==> config.mk <==
export PLATFORM = sky130hd
export DESIGN_NAME = alu_serial_responder
export DESIGN_NICKNAME = d
export VERILOG_FILES = /design/src/rtl/alu_pkg.sv /design/src/rtl/alu_chunk_adder.sv /design/src/rtl/alu_serial_responder.sv
export SDC_FILE = /design/constraint.sdc
export NUM_CORES = 1
export LEC_CHECK = 0
export CAP_MARGIN = 40
export CORE_ASPECT_RATIO = 0.8
export CORE_MARGIN = 8
export CORE_UTILIZATION = 44
export CTS_BUF_LIST = sky130_fd_sc_hd__clkbuf_4 sky130_fd_sc_hd__clkbuf_8 sky130_fd_sc_hd__clkbuf_16
export CTS_CLUSTER_DIAMETER = 30
export DETAILED_ROUTE_END_ITERATION = 10
export GPL_ROUTABILITY_DRIVEN = 0
export GPL_TIMING_DRIVEN = 0
export PLACE_DENSITY_LB_ADDON = 0.05
export SETUP_SLACK_MARGIN = 0.1
export SLEW_MARGIN = 15
export SYNTH_ARGS = -nofsm -noshare
export SYNTH_HDL_FRONTEND = slang
export SYNTH_SLANG_ARGS = --single-unit
==> constraint.sdc <==
create_clock -name clk -period 5.9 [get_ports clk]
set_clock_uncertainty 0.15 [all_clocks]
set_input_delay 1.77 -clock clk [delete_from_list [all_inputs] [get_ports clk]]
set_output_delay 1.77 -clock clk [all_outputs]
set_load 0.01 [all_outputs]
==> src/rtl/alu_pkg.sv <==
// Shared definitions for the serial ALU responder.
//   - Opcode encodings accepted on req_op.
//   - FSM state encoding (IDLE / CALC / RESP).
//   - Helpers that classify opcodes for the datapath.
package alu_pkg;

    localparam logic [2:0] OP_AND = 3'b000;
    localparam logic [2:0] OP_OR  = 3'b001;
    localparam logic [2:0] OP_ADD = 3'b010;
    localparam logic [2:0] OP_SUB = 3'b110;
    localparam logic [2:0] OP_SLT = 3'b111;

    localparam logic [1:0] ST_IDLE = 2'd0;
    localparam logic [1:0] ST_CALC = 2'd1;
    localparam logic [1:0] ST_RESP = 2'd2;

    // Ops that go through the sliced adder.
    function automatic logic is_arith(input logic [2:0] op);
        return (op == OP_ADD) || (op == OP_SUB) || (op == OP_SLT);
    endfunction

    // Ops that compute a - b, i.e. add ~b with a carry seed of 1.
    function automatic logic is_subtract(input logic [2:0] op);
        return (op == OP_SUB) || (op == OP_SLT);
    endfunction

endpackage

==> src/rtl/alu_chunk_adder.sv <==
// CHUNK-bit ripple adder slice used once per cycle by the responder.
// Ports:
//   a, b  in   CHUNK-bit addends
//   cin   in   carry in
//   sum   out  CHUNK-bit sum
//   cout  out  carry out of the slice MSB
//   ovf   out  signed overflow of this slice (meaningful on the top slice)
module alu_chunk_adder #(
    parameter int CHUNK = 8
) (
    input  logic [CHUNK-1:0] a,
    input  logic [CHUNK-1:0] b,
    input  logic             cin,
    output logic [CHUNK-1:0] sum,
    output logic             cout,
    output logic             ovf
);

    logic [CHUNK:0] full_sum;
    logic           msb_carry_in;

    assign full_sum = {1'b0, a} + {1'b0, b} + {{CHUNK{1'b0}}, cin};
    assign sum      = full_sum[CHUNK-1:0];
    assign cout     = full_sum[CHUNK];

    // Carry into the MSB recovered from the MSB sum bit; overflow is when it
    // differs from the carry out of the MSB.
    assign msb_carry_in = a[CHUNK-1] ^ b[CHUNK-1] ^ sum[CHUNK-1];
    assign ovf          = msb_carry_in ^ cout;

endmodule

==> src/rtl/alu_serial_responder.sv <==
// Handshaked multi-cycle ALU. One request (op, a, b) is accepted on the
// req_* valid/ready channel; the result, zero flag and illegal-op flag are
// returned on the resp_* valid/ready channel. Logic ops finish at the
// accepting edge; ADD/SUB/SLT ripple through W/CHUNK slices of a single
// CHUNK-bit adder, one slice per edge, LSB slice first.
// Ports:
//   clk, rst                      clock, asynchronous active-high reset
//   req_valid/req_ready           request handshake
//   req_op, req_a, req_b          operation and operands
//   resp_valid/resp_ready         response handshake
//   resp_z, resp_zero, resp_err   result, result==0, illegal-op flag
module alu_serial_responder
    import alu_pkg::*;
#(
    parameter int W     = 32,
    parameter int CHUNK = 8
) (
    input  logic         clk,
    input  logic         rst,
    input  logic         req_valid,
    output logic         req_ready,
    input  logic [2:0]   req_op,
    input  logic [W-1:0] req_a,
    input  logic [W-1:0] req_b,
    output logic         resp_valid,
    input  logic         resp_ready,
    output logic [W-1:0] resp_z,
    output logic         resp_zero,
    output logic         resp_err
);

    localparam int NCH = W / CHUNK;
    localparam int CW  = (NCH > 1) ? $clog2(NCH) : 1;
    localparam logic [CW-1:0] LAST_SLICE = CW'(NCH - 1);

    logic [1:0]    state_reg;
    logic [2:0]    op_reg;
    logic [W-1:0]  a_reg;
    logic [W-1:0]  b_reg;
    logic [W-1:0]  z_reg;
    logic          zero_reg;
    logic          err_reg;
    logic [CW-1:0] cnt_reg;
    logic          carry_reg;

    logic             idle;
    logic [2:0]       cur_op;
    logic [W-1:0]     cur_a;
    logic [W-1:0]     b_eff;
    logic [W-1:0]     base_z;
    logic [W-1:0]     merged_z;
    logic [W-1:0]     arith_z;
    logic [W-1:0]     logic_z;
    logic [CW-1:0]    idx;
    logic             last_slice;
    logic [CHUNK-1:0] a_sl [NCH];
    logic [CHUNK-1:0] b_sl [NCH];
    logic [CHUNK-1:0] add_a;
    logic [CHUNK-1:0] add_b;
    logic             add_cin;
    logic [CHUNK-1:0] add_sum;
    logic             add_cout;
    logic             add_ovf;

    assign idle = (state_reg == ST_IDLE);

    // Slice 0 is computed straight from the request at the accepting edge,
    // so an N-slice operation presents its response N cycles after accept,
    // the same way a logic op presents it one cycle after accept.
    assign cur_op = idle ? req_op : op_reg;
    assign cur_a  = idle ? req_a  : a_reg;
    assign b_eff  = is_subtract(cur_op) ? ~(idle ? req_b : b_reg)
                                        :  (idle ? req_b : b_reg);
    assign idx    = idle ? '0 : cnt_reg;
    assign base_z = idle ? '0 : z_reg;

    assign last_slice = (idx == LAST_SLICE);

    generate
        for (genvar gi = 0; gi < NCH; gi++) begin : g_slice
            assign a_sl[gi] = cur_a[gi*CHUNK +: CHUNK];
            assign b_sl[gi] = b_eff[gi*CHUNK +: CHUNK];
            // Partial result with the current slice's sum dropped in place.
            assign merged_z[gi*CHUNK +: CHUNK] =
                (idx == CW'(gi)) ? add_sum : base_z[gi*CHUNK +: CHUNK];
        end
    endgenerate

    assign add_a   = a_sl[idx];
    assign add_b   = b_sl[idx];
    assign add_cin = idle ? is_subtract(cur_op) : carry_reg;

    alu_chunk_adder #(
        .CHUNK (CHUNK)
    ) u_adder (
        .a    (add_a),
        .b    (add_b),
        .cin  (add_cin),
        .sum  (add_sum),
        .cout (add_cout),
        .ovf  (add_ovf)
    );

    // SLT only makes sense once the top slice has been added; earlier
    // slices still write the partial difference, which is overwritten here.
    assign arith_z = (cur_op == OP_SLT)
                   ? {{(W-1){1'b0}}, add_sum[CHUNK-1] ^ add_ovf}
                   : merged_z;

    assign logic_z = (req_op == OP_AND) ? (req_a & req_b) : (req_a | req_b);

    always_ff @(posedge clk or posedge rst) begin
        if (rst) begin
            state_reg <= ST_IDLE;
            op_reg    <= OP_AND;
            a_reg     <= '0;
            b_reg     <= '0;
            z_reg     <= '0;
            zero_reg  <= 1'b0;
            err_reg   <= 1'b0;
            cnt_reg   <= '0;
            carry_reg <= 1'b0;
        end else begin
            case (state_reg)
                ST_IDLE: begin
                    if (req_valid) begin
                        op_reg  <= req_op;
                        a_reg   <= req_a;
                        b_reg   <= req_b;
                        err_reg <= 1'b0;
                        if (is_arith(req_op)) begin
                            carry_reg <= add_cout;
                            if (last_slice) begin
                                z_reg     <= arith_z;
                                zero_reg  <= (arith_z == '0);
                                cnt_reg   <= '0;
                                state_reg <= ST_RESP;
                            end else begin
                                z_reg     <= merged_z;
                                zero_reg  <= 1'b0;
                                cnt_reg   <= CW'(1);
                                state_reg <= ST_CALC;
                            end
                        end else if (req_op == OP_AND || req_op == OP_OR) begin
                            z_reg     <= logic_z;
                            zero_reg  <= (logic_z == '0);
                            state_reg <= ST_RESP;
                        end else begin
                            z_reg     <= '0;
                            zero_reg  <= 1'b1;
                            err_reg   <= 1'b1;
                            state_reg <= ST_RESP;
                        end
                    end
                end
                ST_CALC: begin
                    carry_reg <= add_cout;
                    if (last_slice) begin
                        z_reg     <= arith_z;
                        zero_reg  <= (arith_z == '0);
                        cnt_reg   <= '0;
                        state_reg <= ST_RESP;
                    end else begin
                        z_reg   <= merged_z;
                        cnt_reg <= cnt_reg + CW'(1);
                    end
                end
                ST_RESP: begin
                    if (resp_ready) begin
                        state_reg <= ST_IDLE;
                    end
                end
                default: begin
                    state_reg <= ST_IDLE;
                end
            endcase
        end
    end

    assign req_ready  = idle;
    assign resp_valid = (state_reg == ST_RESP);
    assign resp_z     = z_reg;
    assign resp_zero  = zero_reg;
    assign resp_err   = err_reg;

endmodule

; Word-level counts from Yosys, hierarchy flattened
; Cells that the tools add are included.
; Widths: inputs -> output; s select.
[word_totals]
out_inout_bits = 36
register_bits = 106
wordCells = 97
in_bits = 71
[op_classes]
n_bitwise = 8
magnitude_cmp = 1
n_reduce_logical = 15
n_addsub = 3
mux = 46
n_eq_ne = 15
[ops]
columns = op, count
row1 = $mux 32, 10
row2 = $logic_not 32->1, 2
row3 = $mux 8, 8
row4 = $pmux 32 s2, 1
row5 = $and 32x32->32, 1
row6 = $bmux 8 s2, 2
row7 = $not 32->32, 1
row8 = $or 32x32->32, 1
row9 = $mux 2, 9
row10 = $eq 3x3->1 const B, 4
row11 = $mux 1, 11
row12 = $add 8x8->9, 1
row13 = $add 9x1->9, 1
row14 = $reduce_and 3->1, 3
row15 = $eq 2x2->1 const B, 3
row16 = $pmux 2 s3, 1
row17 = $eq 2x1->1 const B, 2
row18 = $logic_not 2->1, 2
row19 = $logic_or 1x1->1, 4
row20 = $ne 2x1->1 const B, 2
row21 = $ne 2x2->1 const B, 2
row22 = $pmux 1 s2, 2
row23 = $pmux 2 s2, 1
row24 = $reduce_and 2->1, 2
row25 = other kinds (9), 12

; Depth between registers and ports, before layout
; Gate-level depths: netlist of run 1.
[logic_depth]
word_depth = 19
mapped_depth = 19
depth_no_buf = 15

; Hierarchy
; From an unflattened synthesis of run 1, not the netlist that was laid out.
[unflattened]
cells_unflattened = 863
area_unflattened_um2 = 6824.0
[modules_own_cells]
columns = module, instances, seq_area_each_um2, cells_per_inst, area_per_inst_um2
row1 = alu_serial_responder, 1, 2652.5, 815, 6413.7
row2 = alu_chunk_adder, 1, 0.0, 48, 410.4

; Worst setup path after synthesis of run 1
; OpenSTA, ideal clock, no wires.
[synth_timing]
kind = input -> register
start = input req_op[1]
end = register zero_reg (netlist: resp_zero)
path_slack_ps = 980
t_arrival_ps = 4693
setup_time_ps = 77
stages = 13
required_time_ps = 5673
n_path_buf = 0
path_cell_list = nand4bb_1 -> nand2_1 -> xnor2_1 -> fa_1 -> fa_1 -> a211oi_1 -> o21bai_1 -> a21oi_1 -> xor2_1 -> o2111ai_1 -> a22oi_1 -> nand3_1 -> a21oi_1
[synth_between]
elab_chain_cells = 18
word_cells_on_any_way = 37
classes_between = add/sub (2) / eq/ne (6) / mux (18) / bitwise (4) / reduce/logical (7)
[synth_lines]
columns = item, line_no
row1 = start: declaration, alu_serial_responder.sv:22  ; input logic [2:0] req_op,
row2 = $mux 3, alu_serial_responder.sv:70  ; assign cur_op = idle ? req_op : op_reg;
row3 = "$eq 3x3->1, on equally long branches", "alu_pkg.sv:24, alu_serial_responder.sv:106"
row4 = $logic_or 1x1->1, alu_pkg.sv:24  ; return (op == OP_SUB) || (op == OP_SLT);
row5 = $mux 32, alu_serial_responder.sv:72  ; assign b_eff = is_subtract(cur_op) ? ~(idle ? req_b : b_reg)
row6 = $bmux 8 s2, alu_serial_responder.sv:90  ; assign add_b = b_sl[idx];
row7 = $mux 8 (implied by the code) (2 in a row), alu_serial_responder.sv:90
row8 = $add 8x8->9, alu_chunk_adder.sv:22  ; assign full_sum = {1'b0, a} + {1'b0, b} + {{CHUNK{1'b0}}, cin};
row9 = $add 9x1->9, alu_chunk_adder.sv:22
row10 = $xor 1x1->1, alu_chunk_adder.sv:28  ; assign msb_carry_in = a[CHUNK-1] ^ b[CHUNK-1] ^ sum[CHUNK-1];
row11 = $xor 1x1->1, alu_chunk_adder.sv:29  ; assign ovf = msb_carry_in ^ cout;
row12 = $xor 1x1->1, alu_serial_responder.sv:107  ; ? {{(W-1){1'b0}}, add_sum[CHUNK-1] ^ add_ovf}
row13 = $mux 32, alu_serial_responder.sv:107
row14 = $logic_not 32->1, "alu_serial_responder.sv:135, alu_serial_responder.sv:160"
row15 = $mux 1, alu_serial_responder.sv:133  ; if (last_slice) begin
row16 = $mux 1, alu_serial_responder.sv:131  ; if (is_arith(req_op)) begin
row17 = $mux 1, alu_serial_responder.sv:126  ; if (req_valid) begin
row18 = $pmux 1 s2 *, alu_serial_responder.sv:124  ; case (state_reg)
row19 = end signal: assignment, alu_serial_responder.sv:135  ; zero_reg <= (arith_z == '0);
row20 = end signal: assignment, alu_serial_responder.sv:146  ; zero_reg <= (logic_z == '0);
row21 = end signal: assignment, alu_serial_responder.sv:160  ; zero_reg <= (arith_z == '0);
row22 = end: declaration, alu_serial_responder.sv:41  ; logic zero_reg;
; Every way passes the cells marked *; elsewhere a longest branch is shown, timed or not. The select of a mux whose other input is x is not followed.
; A chain may end at the register's enable or synchronous reset.

; Final worst setup path of run 1
[layout_timing]
start = register cnt_reg[1]
end = register zero_reg (netlist: resp_zero)
[layout_between]
elab_chain_cells = 16
word_cells_on_any_way = 31
classes_between = add/sub (2) / eq/ne (4) / mux (17) / bitwise (5) / reduce/logical (3)
[layout_lines]
columns = item, line_no
row1 = start: declaration, alu_serial_responder.sv:43  ; logic [CW-1:0] cnt_reg;
row2 = start signal: assignment, alu_serial_responder.sv:165  ; cnt_reg <= cnt_reg + CW'(1);
row3 = $mux 2 *, alu_serial_responder.sv:74  ; assign idx = idle ? '0 : cnt_reg;
row4 = $not 2->3 (implied by the code), "alu_serial_responder.sv:89, alu_serial_responder.sv:90"
row5 = "$bmux 8 s2, on equally long branches", "alu_serial_responder.sv:89, alu_serial_responder.sv:90"
row6 = "$mux 8, on equally long branches (2 in a row)", "alu_serial_responder.sv:89, alu_serial_responder.sv:90"
row7 = $add 8x8->9, alu_chunk_adder.sv:22
row8 = $add 9x1->9, alu_chunk_adder.sv:22
row9 = $xor 1x1->1, alu_chunk_adder.sv:28
row10 = $xor 1x1->1, alu_chunk_adder.sv:29
row11 = $xor 1x1->1, alu_serial_responder.sv:107
row12 = $mux 32, alu_serial_responder.sv:107
row13 = $logic_not 32->1, "alu_serial_responder.sv:135, alu_serial_responder.sv:160"
row14 = $mux 1, alu_serial_responder.sv:133
row15 = $mux 1, alu_serial_responder.sv:131
row16 = $mux 1, alu_serial_responder.sv:126
row17 = $pmux 1 s2, alu_serial_responder.sv:124
; Marked as above.

==> results.sh, run 1 <==
export IMPL_grt_pass1_wl_um=39910
export IMPL_peakVddDrop_uv=386.4
export IMPL_vias=7143
export IMPL_muxShareOfSynthArea_pct=3.760
export IMPL_cpMaxStageDelayCell="fa_1"
export IMPL_finalHoldViolations=0
export IMPL_worstPathCellList="buf_2 > buf_2 > clkbuf_4 > clkbuf_2 > o22ai_1 > a21oi_1 > xnor2_1 > fa_1 > fa_1 > a21o_1 > a21oi_2 > xor2_2 > a22oi_1 > nand4b_1 > nor4bb_2 > nand3_1 > a21oi_1"
export IMPL_tns_ps=0
export IMPL_track_usage_pct=26.83
export IMPL_clock_sinks=106
export IMPL_syn2layout_area_growth_pct=25.55
export IMPL_routed_wl_um=26950
export IMPL_grt_overflow=0
export IMPL_final_area_sq_mm=0.008564
export IMPL_cts_max_level=3
export IMPL_synth_edf_count=0
export IMPL_via_per_inst=5.977
export IMPL_required_ps=6050
export IMPL_final_net_count=1060
export IMPL_cap_viol_max_count=0
export IMPL_setup_violations_final=0
export IMPL_num_rows=40
export IMPL_grt_max_degree=57
export IMPL_wire_per_inst_um=22.55
export IMPL_fin_crit_sh_pct=93.25
export IMPL_arrival_ps=5650
export IMPL_crit_path_end_kind="flip-flop"
export IMPL_max_stage_delay_ps=550
export IMPL_yosys_area_share_simple_pct=24.19
export IMPL_yosys_area_top_type_share_pct=38.88
export IMPL_root_buffer="clkbuf_16"
export IMPL_synth_compound_area_share_pct=20.43
export IMPL_io_pins=107
export IMPL_syn_cell_area_sq_mm=0.006822
export IMPL_tightest_slew_ps=920.6
export IMPL_ys_ff_latch=106
export IMPL_max_clock_freq_mhz=181.8
export IMPL_relSlewSlack_pct=38.16
export IMPL_ys_flop_type="dfrtp_1"
export IMPL_numCtsBuffers=9
export IMPL_layout_setup_ws_ps=398.3
export IMPL_synthAdderAreaFrac_pct=6.713
export IMPL_antenna_found_initial=0
export IMPL_dp_cells=1178
export IMPL_synth_commonest_cells="nand2_1 (254), dfrtp_1 (106), nor2_1 (72)"
export IMPL_dp_slack_ps=-624.2
export IMPL_synthTopCellsByArea="dfrtp_1 (39%), nand2_1 (14%), maj3_1 (4.8%)"
export IMPL_clockBufferDepth=2
export IMPL_worstSetupPathType="flip-flop to flip-flop"
export IMPL_antennaDiodeCount=0
export IMPL_dp_hpwl_um=20790
export IMPL_synth_most_common_cell="nand2_1"
export IMPL_total_power_uw=5941
export IMPL_avgSynthCellArea_sq_um=7.923
export IMPL_fin_crit_ps=5502
export IMPL_insertion_delay_ps=370
export IMPL_synth_xor_area_share_pct=1.926
export IMPL_dieArea_sq_mm=0.01977
export IMPL_critPathLaunchType="flip-flop"
export IMPL_final_antenna_net_count=0
export IMPL_fp_dieW_um=155.2
export IMPL_grt_pass1_vias=6661
export IMPL_post_dp_cell_area_sq_mm=0.008178
export IMPL_core_sq_mm=0.01511
export IMPL_ys_warnings_count=0
export IMPL_ys_async_sr_fraction_pct=100.0
export IMPL_initial_core_util_pct=45.13
export IMPL_stdcell_count=1195
export IMPL_first_pass_iters=7
export IMPL_drc=0
export IMPL_grt_setup_unrepaired="false"
export IMPL_cts_reportedPaths_clkPinSlew_ps=80
export IMPL_cts_tree="done"
export IMPL_hp_class="flip-flop to flip-flop"
export IMPL_power_leakage_uw=0.003676
export IMPL_synth_top_family_by_area="simple AND/OR/NAND/NOR gates"
export IMPL_drv_slew=0
export IMPL_die_height_um=127.4
export IMPL_status="finished, final reports clean"
export IMPL_cp_max_fo=10
export IMPL_p_per_area_mw_per_mm2=693.7
export IMPL_synth_cell_types=65
export IMPL_numPortBuffers=106
export IMPL_cts_hold_buf=0
export IMPL_first_iter_violations=847
export IMPL_synth_area_leader_cell="dfrtp_1"
export IMPL_syn_nets=941
export IMPL_synthCells=861
export IMPL_drive_gt1_share_pct=6.802
export IMPL_seq_area_frac_synth_pct=38.88
## cells in the final DEF (no fill, tap or decap), types with 12 or more instances in the layout
cell type / n
clkbuf_1: 34
clkdlybuf4s50_1: 103
o21ai_0: 58
maj3_1: 33
a21oi_1: 42
dfrtp_1: 106
nand3_1: 17
nand2_1: 253
nor2_1: 72
a22oi_1: 13
a221oi_1: 14
nor3_1: 18
buf_2: 12
## metrics by stage
step                utilization [%]  hold WS (ps)
detailed placement            54.11         310.2
finish                        56.66         326.2
CTS                           56.27         331.9
floorplan                         -         290.1
global placement              53.89         304.8
global route                  56.66         348.1
## logic make-up (layout without fill, tap and decap cells)
kind of cell             Yosys count  after routing
AO/OA/AOI/OAI                    212            212
adder cells (fa/ha/maj)           42             42
buffers and inverters             68            192
XOR/XNOR                          15             15
AND/OR/NAND/NOR                  397            397
flip-flops                       106            106
multiplexers                      21             21
## timing repair
item,CTS,global route
setup buffers,1,0
endpoints found under the hold margin,0,0
gates resized for setup,7,16
pin swaps,1,0
endpoints found under the setup margin,4,3
## power breakdown
group          total [uW]  switching (uW)  internal, uW
clock                 607             313           294
sequential           1310             243          1060
combinational        4030            2520          1500
total                5940            3080          2860
## per-layer routing
layer / GRT usage, % / routed length, um / part of all wire, % / vias up
met3: 9.030 / 3450 / 13 / 54
met2: 36.62 / 10700 / 40 / 440
li1: - / - / - / 3266
met1: 38.42 / 12000 / 45 / 3383
met4: 9.453 / 797 / 3.0 / 0
met5: 0 / 0 / 0 / -
## area by class of cell
type                            count  area (sq um)
Buffer                             59         254.0
Clock buffer                        9         225.2
Clock inverter                      7         60.06
Fill cell                        1457          6550
Inverter                            9         38.79
Multi-Input combinational cell    687          3968
Sequential cell                   106          2653
Tap cell                          210         262.8
Timing Repair Buffer              108          1104
## path summary, 6_finish.rpt
path	slack, ps	cells after the start	endpoint	startpoint
setup / recovery	400	17	resp_zero$_DFFE_PP0P_	cnt_reg[1]$_DFFE_PP0P_
hold reg to reg	330	2	a_reg[27]$_DFFE_PP0P_	a_reg[27]$_DFFE_PP0P_
max in group asynchronous	3300	3	b_reg[4]$_DFFE_PP0P_	rst
setup reg to reg	400	17	resp_zero$_DFFE_PP0P_	cnt_reg[1]$_DFFE_PP0P_
min in group asynchronous	1660	2	resp_z[29]$_DFFE_PP0P_	rst
hold / removal	330	2	a_reg[27]$_DFFE_PP0P_	a_reg[27]$_DFFE_PP0P_
## critical path, delay by kind of cell, from the launching register on
kind,cells,cell delay (ps)
AND/OR/NAND/NOR,3,850
buffers and inverters,4,1380
XOR/XNOR,2,400
AO/OA/AOI/OAI,6,1170
adder cells (fa/ha/maj),2,1000
flip-flops,1,450
Note: power is estimated with default switching activity, not from simulation.
==> run 2: changes to the inputs <==
--- a/config.mk
+++ b/config.mk
@@ -8,7 +8,7 @@
 export CAP_MARGIN = 40
 export CORE_ASPECT_RATIO = 0.8
 export CORE_MARGIN = 8
-export CORE_UTILIZATION = 44
+export CORE_UTILIZATION = 50
 export CTS_BUF_LIST = sky130_fd_sc_hd__clkbuf_4 sky130_fd_sc_hd__clkbuf_8 sky130_fd_sc_hd__clkbuf_16
 export CTS_CLUSTER_DIAMETER = 30
 export DETAILED_ROUTE_END_ITERATION = 10
@@ -19,4 +19,6 @@
 export SLEW_MARGIN = 15
 export SYNTH_ARGS = -nofsm -noshare
 export SYNTH_HDL_FRONTEND = slang
+export SYNTH_HIERARCHICAL = 1
 export SYNTH_SLANG_ARGS = --single-unit
+export TNS_END_PERCENT = 10
==> run 2 against run 1 <==
Sequential power hardly changed. Combinational power is 2% higher. Routed wire length is 6.1% lower. First-iteration DRC count is 22% higher. Maximum frequency is 4.0% lower. Die area is 11% lower. Synthesized area hardly changed. Core utilization is 6.3 points higher. Register-to-register slack worse by 60 ps. Sequential share of layout area is 0.35 points higher. Total power is 1.9% higher.
==> results.sh, run 2 <==
export IMPL_dieArea_sq_mm=0.01767
export IMPL_ys_warnings_count=6
export IMPL_grt_setup_unrepaired="false"
export IMPL_setup_violations_final=0
export IMPL_wire_per_inst_um=21.68
export IMPL_grt_pass1_vias=6660
export IMPL_track_usage_pct=28.33
export IMPL_synth_area_leader_cell="dfrtp_1"
export IMPL_cts_max_level=3
export IMPL_grtUsageMet3_pct=9.186
export IMPL_initial_core_util_pct=50.72
export IMPL_dp_cells=1150
export IMPL_fin_crit_sh_pct=97.17
export IMPL_mostFrequentLayoutCell="nand2_1"
export IMPL_antennaDiodeCount=0
export IMPL_finalHoldViolations=0
export IMPL_arrival_ps=5880
export IMPL_peakVddDrop_uv=1000
export IMPL_synth_most_common_cell="nand2_1"
export IMPL_switching_share_pct=52.37
export IMPL_yosys_area_top_type_share_pct=38.87
export IMPL_first_pass_iters=5
export IMPL_clkPwrFrac_pct=10.1
export IMPL_cts_hold_buf=0
export IMPL_numPortBuffers=106
export IMPL_first_iter_violations=1032
export IMPL_syn_cell_area_sq_mm=0.006824
export IMPL_avgSynthCellArea_sq_um=7.907
export IMPL_relSlewSlack_pct=40.80
export IMPL_p_per_area_mw_per_mm2=714.5
export IMPL_final_antenna_net_count=0
export IMPL_grt_use_met1_pct=40.80
export IMPL_ys_ff_latch=106
export IMPL_ys_async_sr_fraction_pct=100.0
export IMPL_dp_slack_ps=-618.3
export IMPL_num_rows=38
export IMPL_p_comb_share_pct=67.7
export IMPL_synthCells=863
export IMPL_fp_dieW_um=146.6
export IMPL_critPathLaunchType="primary input"
export IMPL_grt_overflow=0
export IMPL_power_leakage_uw=0.003703
export IMPL_vias=6995
export IMPL_total_power_uw=6051
export IMPL_cts_reportedPaths_clkPinSlew_ps=80
export IMPL_ys_flop_type="dfrtp_1"
export IMPL_final_net_count=1062
export IMPL_final_cell_mix="nand2_1 (305), dfrtp_1 (106), clkdlybuf4s50_1 (103)"
export IMPL_status="finished, final reports clean"
export IMPL_dp_hpwl_um=19310
export IMPL_syn2layout_area_growth_pct=24.11
export IMPL_drive_gt1_share_pct=6.991
export IMPL_grt_pass1_wl_um=39090
export IMPL_clock_sinks=106
export IMPL_insertion_delay_ps=360
export IMPL_numCtsBuffers=9
export IMPL_io_pins=107
export IMPL_grt_busiest_layer="met1"
export IMPL_core_sq_mm=0.01346
export IMPL_synth_commonest_cells="nand2_1 (305), dfrtp_1 (106), a21oi_1 (57)"
export IMPL_drc=0
export IMPL_synth_cell_types=62
export IMPL_seq_area_frac_synth_pct=38.87
export IMPL_cap_viol_max_count=0
export IMPL_tightest_slew_ps=884.8
export IMPL_p_int_uw=2882
export IMPL_antenna_found_initial=0
export IMPL_stdcell_count=1167
export IMPL_hp_class="flip-flop to flip-flop"
export IMPL_cts_tree="done"
export IMPL_die_height_um=120.5
export IMPL_tns_ps=0
export IMPL_post_dp_cell_area_sq_mm=0.008143
export IMPL_p_switching_uw=3169
export IMPL_layout_setup_ws_ps=167.2
export IMPL_final_area_sq_mm=0.008469
export IMPL_root_buffer="clkbuf_16"
export IMPL_synthTopCellsByArea="dfrtp_1 (39%), nand2_1 (17%), a21oi_1 (4.2%)"
export IMPL_syn_nets=943
export IMPL_crit_path_end_kind="flip-flop"
export IMPL_use_met2_pct=39.66
export IMPL_routed_wl_um=25300
export IMPL_synth_edf_count=0
export IMPL_grt_max_degree=77
export IMPL_cp_max_fo=6
export IMPL_seqPwrFrac_pct=22.2
export IMPL_drv_slew=0
export IMPL_worstSetupPathType="primary input to flip-flop"
export IMPL_clockBufferDepth=2
export IMPL_max_clock_freq_mhz=174.4
export IMPL_via_per_inst=5.994
export IMPL_fin_crit_ps=5733
export IMPL_required_ps=6050
[run 2: cell types whose count changed in the layout (fill, tap and decap cells not counted), sizes merged, moves of 5 or more]
cell | before | now
nand2 | 255 | 305
nor2 | 74 | 37
nor3 | 18 | 4
o21ai | 63 | 77
a21oi | 45 | 58
o22ai | 11 | 3
a22o | 9 | 2
a211o | 0 | 6
a222oi | 5 | 0
mux4 | 3 | 8
or2 | 3 | 8
[run 2: power by group through the flow]
stage	logic [uW]	clock network, uW	registers (uW)
floorplan	2570	0	1270
global placement	3810	0	1330
detailed placement	3830	0	1330
CTS	3880	612	1320
global route	4360	639	1380
finish	4100	612	1340
[run 2: path summary, 6_finish.rpt]
kind	start	to	slack [ps]	depth (start not counted)
max	req_b[0]	resp_zero$_DFFE_PP0P_	170	16
min	a_reg[6]$_DFFE_PP0P_	a_reg[6]$_DFFE_PP0P_	330	2
max reg2reg	cnt_reg[0]$_DFFE_PP0P_	resp_zero$_DFFE_PP0P_	340	17
min reg2reg	a_reg[6]$_DFFE_PP0P_	a_reg[6]$_DFFE_PP0P_	330	2
max in group asynchronous	rst	a_reg[29]$_DFFE_PP0P_	3300	3
min in group asynchronous	rst	resp_z[18]$_DFFE_PP0P_	1590	2
[run 2: layer usage]
layer / part of all wire [%] / vias up
met5: 0 / -
met4: 2.4 / 0
met3: 13 / 43
met2: 41 / 398
met1: 43 / 3328
li1: - / 3226
[run 2: area by class of cell]
cell class | count | area, sq um
Tap cell | 180 | 225.2
Multi-Input combinational cell | 695 | 3941
Timing Repair Buffer | 108 | 1092
Sequential cell | 106 | 2653
Clock inverter | 5 | 45.04
Buffer | 55 | 235.2
Inverter | 7 | 31.28
Fill cell | 1248 | 4986
Clock buffer | 11 | 246.5
[run 2: worst max-delay path, cell delays in order]
cell and delay (ps):
dlygate4sd2_1 320, nand2_1 80, o21ai_0 100, a221oi_2 230, xnor2_1 120, fa_1 460
fa_1 440, a21o_1 230, a21o_1 250, xnor2_4 220, or3_1 410, or3_1 310
o31ai_1 270, nand4_1 140, nor4_1 320, o22a_1 190
[run 2: cell families (layout without fill, tap and decap cells)]
family                     after synthesis  count (layout)  synth area share, %
and+or+nand+nor                        407             407                24.72
muxes                                   23              23                4.914
DFF                                    106             106                38.87
buffers and inverters                   62             186                3.832
AOI/OAI and AO/OA                      209             209                19.07
adders and majority gates               41              41                6.674
xor gates and xnor gates                15              15                1.925
[run 2: metrics by stage]
step	hold WS (ps)	utilization [%]
after floorplan	290.3	-
after global placement	302.6	60.28
after detailed placement	307.0	60.52
after CTS	325.7	62.81
after global routing	341.4	62.94
final	330.1	62.94
[run 2: repair_timing]
| item | in CTS | in global routing |
|---|---|---|
| setup endpoints to repair | 1 | 1 |
| cloned | 0 | 0 |
| gates resized for setup | 5 | 2 |
| setup buffers | 1 | 0 |
| pin swaps | 1 | 0 |
==> variant (config.mk and constraints of run 1) <==
`CHUNK` is set to 8 in 2 places; all go to 16.
--- a/src/rtl/alu_chunk_adder.sv
+++ b/src/rtl/alu_chunk_adder.sv
@@ -7,5 +7,5 @@
 //   ovf   out  signed overflow of this slice (meaningful on the top slice)
 module alu_chunk_adder #(
-    parameter int CHUNK = 8
+    parameter int CHUNK = 16
 ) (
     input  logic [CHUNK-1:0] a,
--- a/src/rtl/alu_serial_responder.sv
+++ b/src/rtl/alu_serial_responder.sv
@@ -14,5 +14,5 @@
 #(
     parameter int W     = 32,
-    parameter int CHUNK = 8
+    parameter int CHUNK = 16
 ) (
     input  logic         clk,
Check against the original RTL: not equivalent (a bounded check fails within 4 cycles, from zero or initial values and one cycle with rst high).
==> variant against run 1 <==
- area after synthesis is 3.8% higher
- wire length decreased by 1.1%
- final area grew 2.6%
- worst setup slack got worse by 0.043 ns
- non-clock buffer count down 3
- total power fell by 6.3%
- largest cell class unchanged
- highest routed layer unchanged
- register-to-register slack got worse by 0.04 ns
- largest power group unchanged
- sequential cell count is 1 lower
==> variant: results (changes against run 1) <==
met2 wire len=11200 µm (+4.7%); non-clk buf share=0.151 (-0.00776); vias in the first global route=6762 (+1.5%); fin nets=1101 (+3.9%); syn avg cell area=7.95 µm² (+0.34%); Syn Nets=979 (+4.0%); met2 usage in global routing=0.384 (+0.0174); clock network area share=0.0322 (-0.00114); GRT Util Overall=0.265 (-0.00337); M1 WL=12400 µm (+3.6%); synth cell count leaders=nand2_1 (268), dfrtp_1 (105), nor2_1 (61), o21ai_0 (61), clkbuf_1 (44); met3 global-route usage=0.0479 (-0.0424); Seq area share=0.299 (-0.0108); critical path arrival=5.70 ns (+0.05 ns); first-pass GRT wire length=40600 µm (+1.6%); met1 Use GR=0.389 (+0.00522); largest cells by area after synthesis=dfrtp_1 (37%), nand2_1 (14%), mux2i_1 (4.8%), maj3_1 (4.5%), o21ai_0 (4.3%); Distinct cells, synth=66 (+1.5%); CP max stage delay=0.60 ns (+0.05 ns); FILL cells=1549 (+6.3%); Resized cells post-CTS=9 (+2); drt wl/cell=21.6 µm (-4.2%); initial detailed-routing violation count=769 (-9.2%); area grow syn2layout=24.1%; post-synthesis mux area share=0.0496 (+0.0120); status=complete, no violations; area occupied by multi-input gates=0.00422 mm² (+6.5%); Seq Cell Count=105 (-0.94%); number of non-clock buffers=164 (-1.8%); Placed Instances=1214 (+3.1%); post-synthesis sequential area ratio=0.371 (-0.0179); Seq power=1270 µW (-3%); Via density=5.87 (-1.8%); Synth Area in Compound Gates=0.204 (-0.000654); share of cells above drive strength 1=0.0462 (-0.0219); Cell Pwr Density=633 mW/mm² (-8.7%); Max Fanout on Critical Path=5 (-5); VDD IR max=0.262 mV (-32%); Post-Synth Adder-Cell Area=0.0774 (+0.0102); via count=7237 (+1.3%); # clk buffers=10 (+1); CP max stage cell=clkdlybuf4s50_1; hpwl dp=20900 µm (+0.68%); drt pass-1 iters=6 (-1); slew margin rel.=0.411 (+0.0290); Multi-In Gates=718 (+4.5%); Post-Synth XOR/XNOR Area=0.0321 (+0.0129); Inverters, non-clock=15 (+6); delay-heaviest family, CP=compound AO/OA/AOI/OAI gates
## variant: cell types whose count changed in the layout (fill, tap and decap cells not counted), sizes merged, moves of 9 or more
cell / delta
mux2i: +23
a22oi: +15
nand3: -14
nand2: +13
nor2: -13
a221oi: -12
xnor2: +11
o21ai: +10
a211o: +9
o21bai: -9
## variant: worst paths after layout
path / from / end / slack (ns) / cells after the start
max reg2reg: state_reg[1]$_DFFE_PP0P_ / resp_zero$_DFFE_PP0P_ / 0.36 / 16
max: req_b[0] / resp_zero$_DFFE_PP0P_ / 0.35 / 13
max in group asynchronous: rst / a_reg[10]$_DFFE_PP0P_ / 3.34 / 3
min: b_reg[26]$_DFFE_PP0P_ / b_reg[26]$_DFFE_PP0P_ / 0.33 / 2
min in group asynchronous: rst / resp_z[28]$_DFFE_PP0P_ / 1.58 / 2
min reg2reg: b_reg[26]$_DFFE_PP0P_ / b_reg[26]$_DFFE_PP0P_ / 0.33 / 2
